<file path="src/rtl/z1010_ff_slice.sv">
// Configurable fabric flop slice: a serial config chain sets a per-flop mode (plain, async/sync set/clear, enable).
// Optional build macro: Z1010_CFG_PARITY_EN adds a trailing even-parity bit to the chain and an ERROR state.
module z1010_ff_slice #(
    parameter int unsigned NUM_FF = 4,
    parameter int unsigned CFG_W  = 4
) (
    input  logic              clk,
    input  logic              R,
    input  logic              cfg_en,
    input  logic              cfg_din,
    output logic              cfg_dout,
    output logic              cfg_done,
    output logic              cfg_err,
    input  logic [NUM_FF-1:0] D,
    input  logic [NUM_FF-1:0] E,
    input  logic [NUM_FF-1:0] SR,
    output logic [NUM_FF-1:0] Q
);

    localparam int unsigned MODE_W = NUM_FF * CFG_W;
`ifdef Z1010_CFG_PARITY_EN
    localparam int unsigned PAR_W = 1;
`else
    localparam int unsigned PAR_W = 0;
`endif
    localparam int unsigned CHAIN_W = MODE_W + PAR_W;
    localparam int unsigned CNT_W   = $clog2(CHAIN_W + 1);
    localparam logic [CNT_W-1:0] CNT_FULL = CNT_W'(CHAIN_W);

    localparam logic [2:0] M_ACLR = 3'd1;
    localparam logic [2:0] M_ASET = 3'd2;
    localparam logic [2:0] M_SSET = 3'd3;
    localparam logic [2:0] M_SCLR = 3'd4;

    typedef enum logic [1:0] {
        UNCFG  = 2'd0,
        SHIFT  = 2'd1,
`ifdef Z1010_CFG_PARITY_EN
        LOCKED = 2'd2,
        ERROR  = 2'd3
`else
        LOCKED = 2'd2
`endif
    } state_t;

    state_t               state;
    state_t               state_nxt;
    logic [1:0]           rst_sync;
    logic                 ready;
    logic [CHAIN_W-1:0]   sreg;
    logic [CNT_W-1:0]     cnt;
    logic                 cnt_clr;
    logic                 shift_en;
    logic                 done_r;
    logic [NUM_FF-1:0]    q_reg;
    logic [NUM_FF-1:0]    q_nxt;
    logic [NUM_FF-1:0]    q_out;
    logic [CFG_W-1:0]     mode [NUM_FF];
    logic                 locked;
    logic                 run;

    // Reset release is synchronised; the FSM may not leave UNCFG until it has propagated
    always_ff @(posedge clk or negedge R) begin
        if (!R) rst_sync <= 2'b00;
        else    rst_sync <= {rst_sync[0], 1'b1};
    end
    assign ready = rst_sync[1];

    always_ff @(posedge clk or negedge R) begin
        if (!R) state <= UNCFG;
        else    state <= state_nxt;
    end

    // Next-state: entry edge clears the counter, SHIFT cycles capture bits
    always_comb begin
        state_nxt = state;
        cnt_clr   = 1'b0;
        shift_en  = 1'b0;
        case (state)
            UNCFG: begin
                if (ready && cfg_en) begin
                    state_nxt = SHIFT;
                    cnt_clr   = 1'b1;
                end
            end
            SHIFT: begin
                if (cfg_en) begin
                    shift_en = 1'b1;
                end else if (cnt == CNT_FULL) begin
`ifdef Z1010_CFG_PARITY_EN
                    state_nxt = (^sreg) ? ERROR : LOCKED;
`else
                    state_nxt = LOCKED;
`endif
                end else begin
                    state_nxt = UNCFG;
                    cnt_clr   = 1'b1;
                end
            end
            LOCKED: begin
                if (cfg_en) begin
                    state_nxt = SHIFT;
                    cnt_clr   = 1'b1;
                end
            end
`ifdef Z1010_CFG_PARITY_EN
            ERROR: begin
                if (cfg_en) begin
                    state_nxt = SHIFT;
                    cnt_clr   = 1'b1;
                end
            end
`endif
            default: state_nxt = UNCFG;
        endcase
    end

    // Config chain: shifts right so the first bit in lands at bit 0 of flop 0
    always_ff @(posedge clk or negedge R) begin
        if (!R) begin
            cnt  <= '0;
            sreg <= '0;
        end else begin
            if (cnt_clr)
                cnt <= '0;
            else if (shift_en && (cnt != CNT_FULL))
                cnt <= cnt + CNT_W'(1);
            if (shift_en)
                sreg <= {cfg_din, sreg[CHAIN_W-1:1]};
        end
    end

    always_ff @(posedge clk or negedge R) begin
        if (!R) done_r <= 1'b0;
        else    done_r <= (state_nxt == LOCKED);
    end
    assign cfg_done = done_r;
    assign cfg_dout = sreg[0];

`ifdef Z1010_CFG_PARITY_EN
    logic err_r;
    always_ff @(posedge clk or negedge R) begin
        if (!R) err_r <= 1'b0;
        else    err_r <= (state_nxt == ERROR);
    end
    assign cfg_err = err_r;
`else
    assign cfg_err = 1'b0;
`endif

    assign locked = (state == LOCKED);
    assign run    = locked && (state_nxt == LOCKED);

    // Per-flop capture (enable is a recirculation mux) and async set/clear output override
    always_comb begin
        q_nxt = '0;
        q_out = q_reg;
        for (int unsigned i = 0; i < NUM_FF; i++) begin
            mode[i] = sreg[i*CFG_W +: CFG_W];
            if (run) begin
                if (!SR[i] && (mode[i][3:1] == M_ACLR || mode[i][3:1] == M_SCLR))
                    q_nxt[i] = 1'b0;
                else if (!SR[i] && (mode[i][3:1] == M_ASET || mode[i][3:1] == M_SSET))
                    q_nxt[i] = 1'b1;
                else if (E[i] || !mode[i][0])
                    q_nxt[i] = D[i];
                else
                    q_nxt[i] = q_reg[i];
            end
            if (locked && !SR[i] && mode[i][3:1] == M_ACLR)
                q_out[i] = 1'b0;
            else if (locked && !SR[i] && mode[i][3:1] == M_ASET)
                q_out[i] = 1'b1;
        end
    end

    always_ff @(posedge clk or negedge R) begin
        if (!R) q_reg <= '0;
        else    q_reg <= q_nxt;
    end
    assign Q = q_out;

endmodule
</file>
<file path="config.mk">
export PLATFORM = sky130hd
export DESIGN_NAME = z1010_ff_slice
export DESIGN_NICKNAME = d
export VERILOG_FILES = /design/src/rtl/z1010_ff_slice.sv
export SDC_FILE = /design/constraint.sdc
export NUM_CORES = 1
export LEC_CHECK = 0
export CAP_MARGIN = 10
export CORE_MARGIN = 2
export CORE_UTILIZATION = 53
export DETAILED_ROUTE_END_ITERATION = 8
export PLACE_DENSITY = 0.77
export SETUP_SLACK_MARGIN = 0.4
export SLEW_MARGIN = 25
export SYNTH_ARGS = -nofsm -noshare
export SYNTH_HDL_FRONTEND = slang
export SYNTH_SLANG_ARGS = --single-unit
</file>
<file path="constraint.sdc">
create_clock -name clk -period 1.9 [get_ports clk]
set_clock_uncertainty 0.15 [all_clocks]
set_input_delay 0.38 -clock clk [delete_from_list [all_inputs] [get_ports clk]]
set_output_delay 0.38 -clock clk [all_outputs]
set_load 0.02 [all_outputs]
</file>
==> flow_summary_export.csv, run 1 <==
group,metric,value,unit
clocking,path_clk_slew,0.09,ns
logic_synthesis,yosysUniqueCellTypes,30,
global_route,grt_max_degree,31,
logic_synthesis,yosys.area.top_type,"dfrtp_1",
place,gp_congestion,0.838,
logic_synthesis,synth.area.top_cells,"dfrtp_1, mux2_2, o21ai_0",
clocking,h-tree-depth,2,
global_route,antenna_found_initial,0,
logic_synthesis,synth_edf_count,0,
place,dp_cells,209,
logic_synthesis,yosysWarnings,0,
cells_and_area,fin_nets,216,
sta,setup_viol,4,
cells_and_area,multi_input_area,995,sq um
power_and_ir_drop,power_leakage,1.03,nW
worst_setup_path,worstPathRequired,1.37,ns
place,io_buffers,21,
power_and_ir_drop,powerDensity,813,nW/um^2
routing,routed_wl,4.28,mm
routing,drtPass1Iterations,5,
logic_synthesis,synthCells,147,
worst_setup_path,worstSetupStartpointType,"flop",
die,die_w,57.4,um
worst_setup_path,critical-path-max-stage-delay,0.43,ns
routing,viasPerCell,6.08,
die,dieHeight,57.4,um
global_route,grt_pass1_wl,6.22,mm
min_path,whs_path_depth,0,
sta,final_hold_viol_count,0,
cells_and_area,drive_gt1_frac,0.503,
cells_and_area,fin_util,0.844,
clocking,insertion_delay,0.33,ns
logic_synthesis,ys_seq_area_frac,0.497,
worst_setup_path,crit_path_end_kind,"primary output",
worst_setup_path,crit_family,"simple AND/OR/NAND/NOR gates",
routing,post-route-drc-count,0,
logic_synthesis,synthArstFlopShare,1.00,
clocking,cts_root_buffer,"clkbuf_4",
worst_setup_path,cp.depth,5,
sta,fmax,502,MHz
power_and_ir_drop,irDropWorstVdd,1.02,mV
clocking,clock-sinks,30,
die,rows,19,
worst_setup_path,path_class,"flop to primary output",
routing,postRouteAntennaNets,0,
cells_and_area,antennaDiodeCount,0,
die,dieArea,3290,sq um
sta,min_period,1.99,ns
worst_setup_path,critical_path_buf_inv_count,1,
sta,finalCritPeriodShare,1.05,
die,io_pins,23,
routing,vias,1399,
global_route,grt_use_total,0.247,
worst_setup_path,cpMaxStageDelayCell,"dfrtp_1",
logic_synthesis,syn_area,1510,sq um
job,max_cap_viol_count,0,
sta,worst_hold_slack,0.226,ns
global_route,grt_pass1_vias,1374,
worst_setup_path,arrival,1.46,ns
logic_synthesis,syn-num-nets,165,
sta,rsz0062_at_grt,"yes",
clocking,cts_buffers,5,
worst_setup_path,cp_max_fo,5,
sta,drv_slew,0,
die,coreArea,2730,sq um
worst_setup_path,crit_chain,"nand2b_4, nor4_4, o21ai_1, nand2_2, buf_6",
status,violations,"setup timing",
cells_and_area,num-fill-cells,153,
place,place_hpwl,2.19,mm
routing,dr.first_iter.drc_count,53,
logic_synthesis,ys.flop_type,"dfrtp_1",
clocking,cts_buffer_depth,2,
cells_and_area,largest_reg_flops,16,
logic_synthesis,yosysTopAreaCellShare,0.497,
cells_and_area,area_growth,52.8,%
min_path,min_path_type,"flop to flop",
sta,setup_slack,-0.0908,ns
die,initial_core_util,0.552,
clocking,cts_tree,"done",
logic_synthesis,syn_avg_cell_area,10.3,sq um
status,outcome,"finished, violations left",
routing,wl_per_cell,18.6,um
global_route,grt-ovfl-total,0,
logic_synthesis,ys_ff_latch,30,
worst_setup_path,reg2regPathDepth,7,
cells_and_area,finalNonFillerCells,230,
cells_and_area,regArea,753,sq um
[through the flow]
stage               worst slack (ns)  total power [W]  setup TNS [ns]  area (sq um)
finish                       -0.0908          0.00188          -0.312          2310
global placement              -0.555          0.00129           -2.19          1960
detailed placement            -0.595          0.00132           -2.35          1960
floorplan                      0.309          0.00111               0          1650
CTS                          -0.0508          0.00177          -0.160          2170
global route                  -0.190          0.00196          -0.607          2310
[worst paths after layout]
check                            start  slack [ns]           to
setup / recovery              state[0]       -0.09         Q[2]
hold reg to reg            rst_sync[0]        0.23  rst_sync[1]
setup reg to reg              state[0]        0.09     sreg[14]
max in group asynchronous            R        1.02      sreg[9]
hold / removal             rst_sync[0]        0.23  rst_sync[1]
min in group asynchronous            R        0.29      sreg[0]
[cells by family after synthesis]
group / count (synthesis) / share of synthesized area
compound gates: 34 / 0.138
fa+ha+maj: 2 / 0.0166
buf+inv: 11 / 0.0315
flops: 30 / 0.497
mux: 16 / 0.119
other cells: 2 / 0.00497
simple gates: 52 / 0.193
[worst reg2reg max path, stage by stage (launching register included)]
cell and delay [ns]:
dfrtp_1 0.43, buf_4 0.16, buf_6 0.11, buf_4 0.14
nor2b_4 0.13, nand2_4 0.12, buf_8 0.15, mux2_4 0.31
[cell usage in the layout (no fill, tap or decap), types with 5 or more instances in the layout]
cell type        netlist  final
inv_1                  6      6
buf_4                  1     23
buf_6                  0      6
mux2_2                16      7
mux2_4                 0      9
o21ai_1                0      8
clkdlybuf4s50_1        0     11
o21ai_0               15      6
a21oi_2                0      9
clkbuf_4               0      5
dfrtp_1               30     28
nand2_2                1      6
nand2_1               14      7
nor2_1                 8      7
[repair_timing]
action / 4_1_cts / 5_1_grt
pin swaps: 4 / 2
gates resized for setup: 51 / 33
cloned: 2 / 0
endpoints found under the hold margin: 0 / 0
hold buffers: 0 / 0
endpoints found under the setup margin: 23 / 30
buffers inserted: 8 / 3
[area by class of cell]
| class | instances | area share |
|---|---|---|
| repair buffers | 48 | 0.190 |
| inverters | 6 | 0.00976 |
| well taps | 31 | 0.0168 |
| flip-flops and latches | 30 | 0.326 |
| multi-input cells | 107 | 0.431 |
| clock inverters | 1 | 0.00217 |
| clock buffers | 7 | 0.0239 |
[power breakdown]
| part | switching (W) | internal, W | total, W | leakage (nW) |
|---|---|---|---|---|
| combinational | 0.000238 | 0.000315 | 0.000553 | 0.601 |
| clock | 0.000217 | 0.000179 | 0.000396 | 0.0353 |
| sequential | 0.000175 | 0.000751 | 0.000926 | 0.395 |
[Yosys cell counts (4+ instances only)]
cell type / n
nand2b_1: 6
inv_1: 6
o41ai_1: 4
nand2_1: 14
a21oi_1: 10
nor2_1: 8
or3b_2: 4
a211o_1: 4
mux2_2: 16
o21ai_0: 15
dfrtp_1: 30
nor4_1: 4
nand3_1: 4
[per-layer routing]
layer	wire, um	up-vias	global-route usage
met5	0	-	0
met4	195	0	0.0997
met3	230	24	0.0454
met2	2140	64	0.409
met1	1720	685	0.320
li1	-	626	-
Power figures use the tool's default switching activity.
==> inputs of run 2 (changes only) <==
--- a/config.mk
+++ b/config.mk
@@ -5,11 +5,13 @@
 export SDC_FILE = /design/constraint.sdc
 export NUM_CORES = 1
 export LEC_CHECK = 0
+export ABC_AREA = 0
 export CAP_MARGIN = 10
 export CORE_MARGIN = 2
-export CORE_UTILIZATION = 53
+export CORE_UTILIZATION = 50
 export DETAILED_ROUTE_END_ITERATION = 8
-export PLACE_DENSITY = 0.77
+export GPL_TIMING_DRIVEN = 0
+export PLACE_DENSITY = 0.73
 export SETUP_SLACK_MARGIN = 0.4
 export SLEW_MARGIN = 25
 export SYNTH_ARGS = -nofsm -noshare
==> flow_summary_export.csv, run 2 (synthesis results as in run 1) <==
group,metric,value,unit
routing,viasPerCell,5.96,
clocking,cts_buffer_depth,2,
global_route,grt_pass1_vias,1222,
sta,finalCritPeriodShare,1.05,
routing,post-route-drc-count,2,
worst_setup_path,worstSetupStartpointType,"flop",
power_and_ir_drop,power,0.00172,W
cells_and_area,final_cell_mix,"dfrtp_1, buf_4, mux2_4",
sta,final_hold_viol_count,0,
power_and_ir_drop,irDropWorstVdd,0.853,mV
worst_setup_path,crit_path_end_kind,"primary output",
sta,tns,-0.375,ns
routing,drtPass1Iterations,6,
clocking,cts_root_buffer,"clkbuf_4",
worst_setup_path,critical-path-max-stage-delay,0.38,ns
routing,postRouteAntennaNets,0,
global_route,grt-ovfl-total,0,
min_path,whs_path_depth,0,
die,rows,19,
clocking,cts_tree,"done",
routing,wl_per_cell,17.0,um
cells_and_area,fin_nets,212,
sta,slew_headroom,0.564,
sta,min_period,2.00,ns
power_and_ir_drop,power_leakage,1.02,nW
place,io_buffers,21,
die,dieHeight,59.0,um
routing,dr.first_iter.drc_count,64,
worst_setup_path,arrival,1.47,ns
worst_setup_path,crit_chain,"nand2b_4, clkbuf_16, o41ai_4, nand2_2, buf_6",
worst_setup_path,worstPathRequired,1.37,ns
cells_and_area,largest_reg_flops,16,
cells_and_area,antennaDiodeCount,0,
sta,fmax,499,MHz
cells_and_area,num-fill-cells,192,
status,outcome,"finished, violations left",
clocking,cts_buffers,5,
global_route,antenna_found_initial,0,
clocking,h-tree-depth,2,
cells_and_area,area_growth,49.4,%
global_route,grt_max_degree,31,
status,violations,"DRC, setup timing",
worst_setup_path,path_class,"flop to primary output",
routing,vias,1340,
clocking,clock-sinks,30,
sta,setup_viol,4,
clocking,path_clk_slew,0.09,ns
sta,worst_hold_slack,0.205,ns
worst_setup_path,cpMaxStageDelayCell,"dfrtp_1",
sta,setup_slack,-0.103,ns
routing,routed_wl,3.84,mm
place,place_hpwl,2.19,mm
die,dieArea,3480,sq um
job,max_cap_viol_count,0,
die,io_pins,23,
cells_and_area,drive_gt1_frac,0.474,
global_route,grt_use_total,0.223,
power_and_ir_drop,powerDensity,760,nW/um^2
sta,tightest_slew,0.655,ns
min_path,min_path_type,"flop to flop",
sta,rsz0062_at_grt,"yes",
die,initial_core_util,0.538,
worst_setup_path,reg2regPathDepth,6,
die,die_w,59.0,um
cells_and_area,final_common_cell,"dfrtp_1",
clocking,insertion_delay,0.32,ns
global_route,grt_pass1_wl,5.64,mm
worst_setup_path,cp_max_fo,5,
place,gp_congestion,0.803,
sta,drv_slew,0,
die,coreArea,2810,sq um
## run 2: changes by cell type in the layout (fill, tap and decap cells not counted), sizes merged
cell / before / now
buf: 33 / 28
clkdlybuf4s50: 11 / 9
clkinv: 1 / 2
dlygate4sd3: 0 / 1
dlymetal6s2s: 0 / 1
nand2b: 7 / 6
## run 2: worst paths after layout
kind | startpoint | endpoint | slack, ns
max | state[0] | Q[3] | -0.10
min | rst_sync[0] | rst_sync[1] | 0.21
max reg2reg | cnt[0] | cnt[4] | 0.23
min reg2reg | rst_sync[0] | rst_sync[1] | 0.21
max in group asynchronous | R | state[1] | 0.63
min in group asynchronous | R | sreg[6] | 0.49
## run 2: layer usage
| layer | global-route usage | wire [um] | part of all wire | vias to the layer above |
|---|---|---|---|---|
| li1 | - | - | - | 618 |
| met1 | 0.280 | 1650 | 0.43 | 658 |
| met2 | 0.367 | 1870 | 0.49 | 56 |
| met3 | 0.0505 | 256 | 0.067 | 8 |
| met4 | 0.101 | 63 | 0.016 | 0 |
| met5 | 0 | 0 | 0 | - |
## run 2: final cells by class
| type | count | area (sq um) | area share |
|---|---|---|---|
| flip-flops and latches | 30 | 752 | 0.333 |
| clock inverters | 2 | 10.0 | 0.00444 |
| well taps | 31 | 38.8 | 0.0172 |
| plain buffers | 5 | 66.3 | 0.0294 |
| clock buffers | 5 | 37.5 | 0.0166 |
| multi-input cells | 106 | 957 | 0.424 |
| repair buffers | 40 | 372 | 0.165 |
| inverters | 6 | 22.5 | 0.00998 |
## run 2: per-stage QoR
step | instances | instance area [sq um] | worst slack, ns | util
2_1_floorplan | 147 | 1650 | 0.309 | -
3_3_place_gp | 199 | 1900 | -0.581 | 0.677
3_5_place_dp | 199 | 1890 | -0.600 | 0.675
4_1_cts | 215 | 2070 | -0.111 | 0.736
5_1_grt | 225 | 2260 | -0.190 | 0.804
6_report | 225 | 2260 | -0.103 | 0.804
## run 2: what timing repair did
item,4_1_cts,5_1_grt
gates cloned,2,0
buffers inserted,6,10
setup endpoints to repair,23,25
hold buffers,1,0
endpoints found under the hold margin,30,0
resized for setup,51,36
pin swaps,1,11
## run 2: where the power goes
group	switching [W]	internal (W)	total [W]
clock network	0.000214	0.000133	0.000347
logic	0.000170	0.000264	0.000435
registers	0.000185	0.000749	0.000934
## run 2: critical path, delay by kind of cell (launching register included)
kind | cells | cell delay [ns]
AOI/OAI and AO/OA | 1 | 0.22
DFF | 1 | 0.38
and+or+nand+nor | 2 | 0.25
buffers and inverters | 2 | 0.30
==> RTL change (flow settings as in run 1) <==
The parameter `NUM_FF` goes from 4 to 16.
--- a/src/rtl/z1010_ff_slice.sv
+++ b/src/rtl/z1010_ff_slice.sv
@@ -3,3 +3,3 @@
 module z1010_ff_slice #(
-    parameter int unsigned NUM_FF = 4,
+    parameter int unsigned NUM_FF = 16,
     parameter int unsigned CFG_W  = 4
Interface: changed (resized D, E, Q and SR); port bits go from 23 to 71. The function was not compared with the original's and may differ.
==> RTL change against run 1 <==
The run still ends with negative setup slack left; synthesized cell count increased to 2.9 times the old value; design area increased to 3.0 times the old value; largest power group unchanged; total power increased by 130%; cell count increased to 3.0 times the old value; non-clock buffer count increased by 102; worst hold slack about the same; register-to-register slack got worse by 0.30 ns; highest routed layer unchanged; sequential cell count increased by 62; synthesized area increased to 3.0 times the old value; core utilization decreased by 0.15 points; critical path depth unchanged; wire length increased to 3.2 times the old value; setup slack got worse by 0.19 ns.
==> RTL change: results (changes against run 1) <==
- Run status: complete, but fails checks (unchanged)
- Failing checks: negative setup slack (unchanged)
- Drt via density: 6.012 (was 6.083)
- Synth Net Count: 486 (was 165)
- Num CTS Buffers: 9 (was 5)
- Routed WL per cell: 19.82 µm (was 18.63 µm)
- Hold slack: 0.2262 ns (was 0.2261 ns)
- VDD IR max: 391.3 µV (was 1023 µV)
- Grt met2 use: 43.59% (was 40.91%)
- Crit-path max cell delay: 0.38 ns (was 0.43 ns)
- Met1 Use GR: 32.49% (was 32.04%)
- Yosys reg bits: 92 (was 30)
- Clock Latency Late Sink: 0.36 ns (was 0.33 ns)
- DP Cell Count: 644 (was 209)
- Post-synthesis xor/xnor area fraction: 0.7615% (was 0%)
- # nets final: 630 (was 216)
- DRT iter0 DRCs: 178 (was 53)
- Max Fclk: 0.4581 GHz (was 0.5023 GHz)
- Largest net degree at the start of global routing: 44 (was 31)
- Vias in the first global route: 3,973 (was 1,374)
- Post-synthesis cell type count: 32 (was 30)
- Largest register FFs: 64 (was 16)
- Total track usage: 25.36% (was 24.71%)
- Mux contribution to synthesized area: 15.66% (was 11.93%)
- Post-synthesis adder-cell area fraction: 0.5439% (was 1.657%)
- Fraction of registers with async set/reset: 100.0% (unchanged)
- PnR worst setup slack: -0.2829 ns (was -0.09077 ns)
- Inserted Diodes: 0 (unchanged)
- Gpl congestion: 0.8395 (was 0.8383)
- Final setup violating endpoints: 75 (was 4)
- HPWL after DPL: 7.268 mm (was 2.191 mm)
- Synth Instances: 432 (was 147)
- Grt met3 use: 4.388% (was 4.535%)
- Layout cells sized above 1: 45.00% (was 50.25%)
- Port Buffers: 69 (was 21)
- Final WL: 13.57 mm (was 4.284 mm)
- Most frequent cells after synthesis: dfrtp_1, mux2_2, o21ai_0 (unchanged)
- Worst-path fanout max: 6 (was 5)
- Synth Area in Compound Gates: 14.69% (was 13.75%)
- Largest cells by area after synthesis: dfrtp_1, mux2_2, o21ai_0 (unchanged)
- First-pass GRT wire length: 19.31 mm (was 6.223 mm)
- Seq/Total Area, Yosys: 50.04% (was 49.71%)
- # H-tree levels: 3 (was 2)
- Post-Route Setup TNS: -9.539 ns (was -0.3119 ns)
## RTL change: cell type report
class / count / area, µm²
clock buffers: 11 / 141.4
clock inverters: 4 / 50.05
fillers: 429 / 1308
inverters: 20 / 75.07
multi-input cells: 303 / 2706
flip-flops and latches: 92 / 2303
well taps: 105 / 131.4
repair buffers: 150 / 1584
## RTL change: kinds of logic after synthesis
| logic type | count (synthesis) |
|---|---|
| simple gates | 124 |
| other cells | 2 |
| fa+ha+maj | 2 |
| xor+xnor | 4 |
| compound gates | 107 |
| buf+inv | 37 |
| flops | 92 |
| mux | 64 |
## RTL change: critical path, delay by kind of cell, from the launching register on
kind / cells / cell delay, ns
flip-flops: 1 / 0.38
AND/OR/NAND/NOR: 2 / 0.31
buffers and inverters: 2 / 0.34
AO/OA/AOI/OAI: 1 / 0.25
## RTL change: path summary, 6_finish.rpt
path | to | cells past startpoint | start
setup reg to reg | sreg[26]$_DFFE_PN0P_ | 8 | state[1]$_DFF_PN0_
setup / recovery | Q[9] | 5 | state[0]$_DFF_PN0_
hold reg to reg | rst_sync[1]$_DFF_PN0_ | 0 | rst_sync[0]$_DFF_PN0_
max in group asynchronous | sreg[27]$_DFFE_PN0P_ | 3 | R
min in group asynchronous | q_reg[2]$_DFFE_PN0P_ | 2 | R
hold / removal | rst_sync[1]$_DFF_PN0_ | 0 | rst_sync[0]$_DFF_PN0_
## RTL change: what timing repair did
action | in CTS | in global routing
hold buffers | 1 | 0
pin swaps | 7 | 7
endpoints found under the hold margin | 28 | 0
setup buffers | 10 | 4
endpoints found under the setup margin | 91 | 106
cloned | 4 | 7
resized for setup | 143 | 54
## RTL change: routing by layer
metal	wire (µm)	up-vias
met3	620	27
li1	-	1869
met5	0	-
met1	5701	2075
met4	317	0
met2	6935	147
## RTL change: metrics by stage
step	setup WS, ns	cell area [µm²]	utilization, %
6_report	-0.2829	6992	84.25
5_1_grt	-0.3400	6992	84.25
4_1_cts	-0.2207	6610	79.65
3_5_place_dp	-0.5958	5982	72.08
3_3_place_gp	-0.5469	5982	72.08
2_1_floorplan	0.1720	4832	-
## RTL change: power breakdown
part | internal, µW | leakage, µW | switching (µW) | total [µW]
clock | 636 | 0.0000914 | 688 | 1320
sequential | 2070 | 0.00126 | 180 | 2250
combinational | 441 | 0.00183 | 332 | 773
total | 3140 | 0.00318 | 1200 | 4340
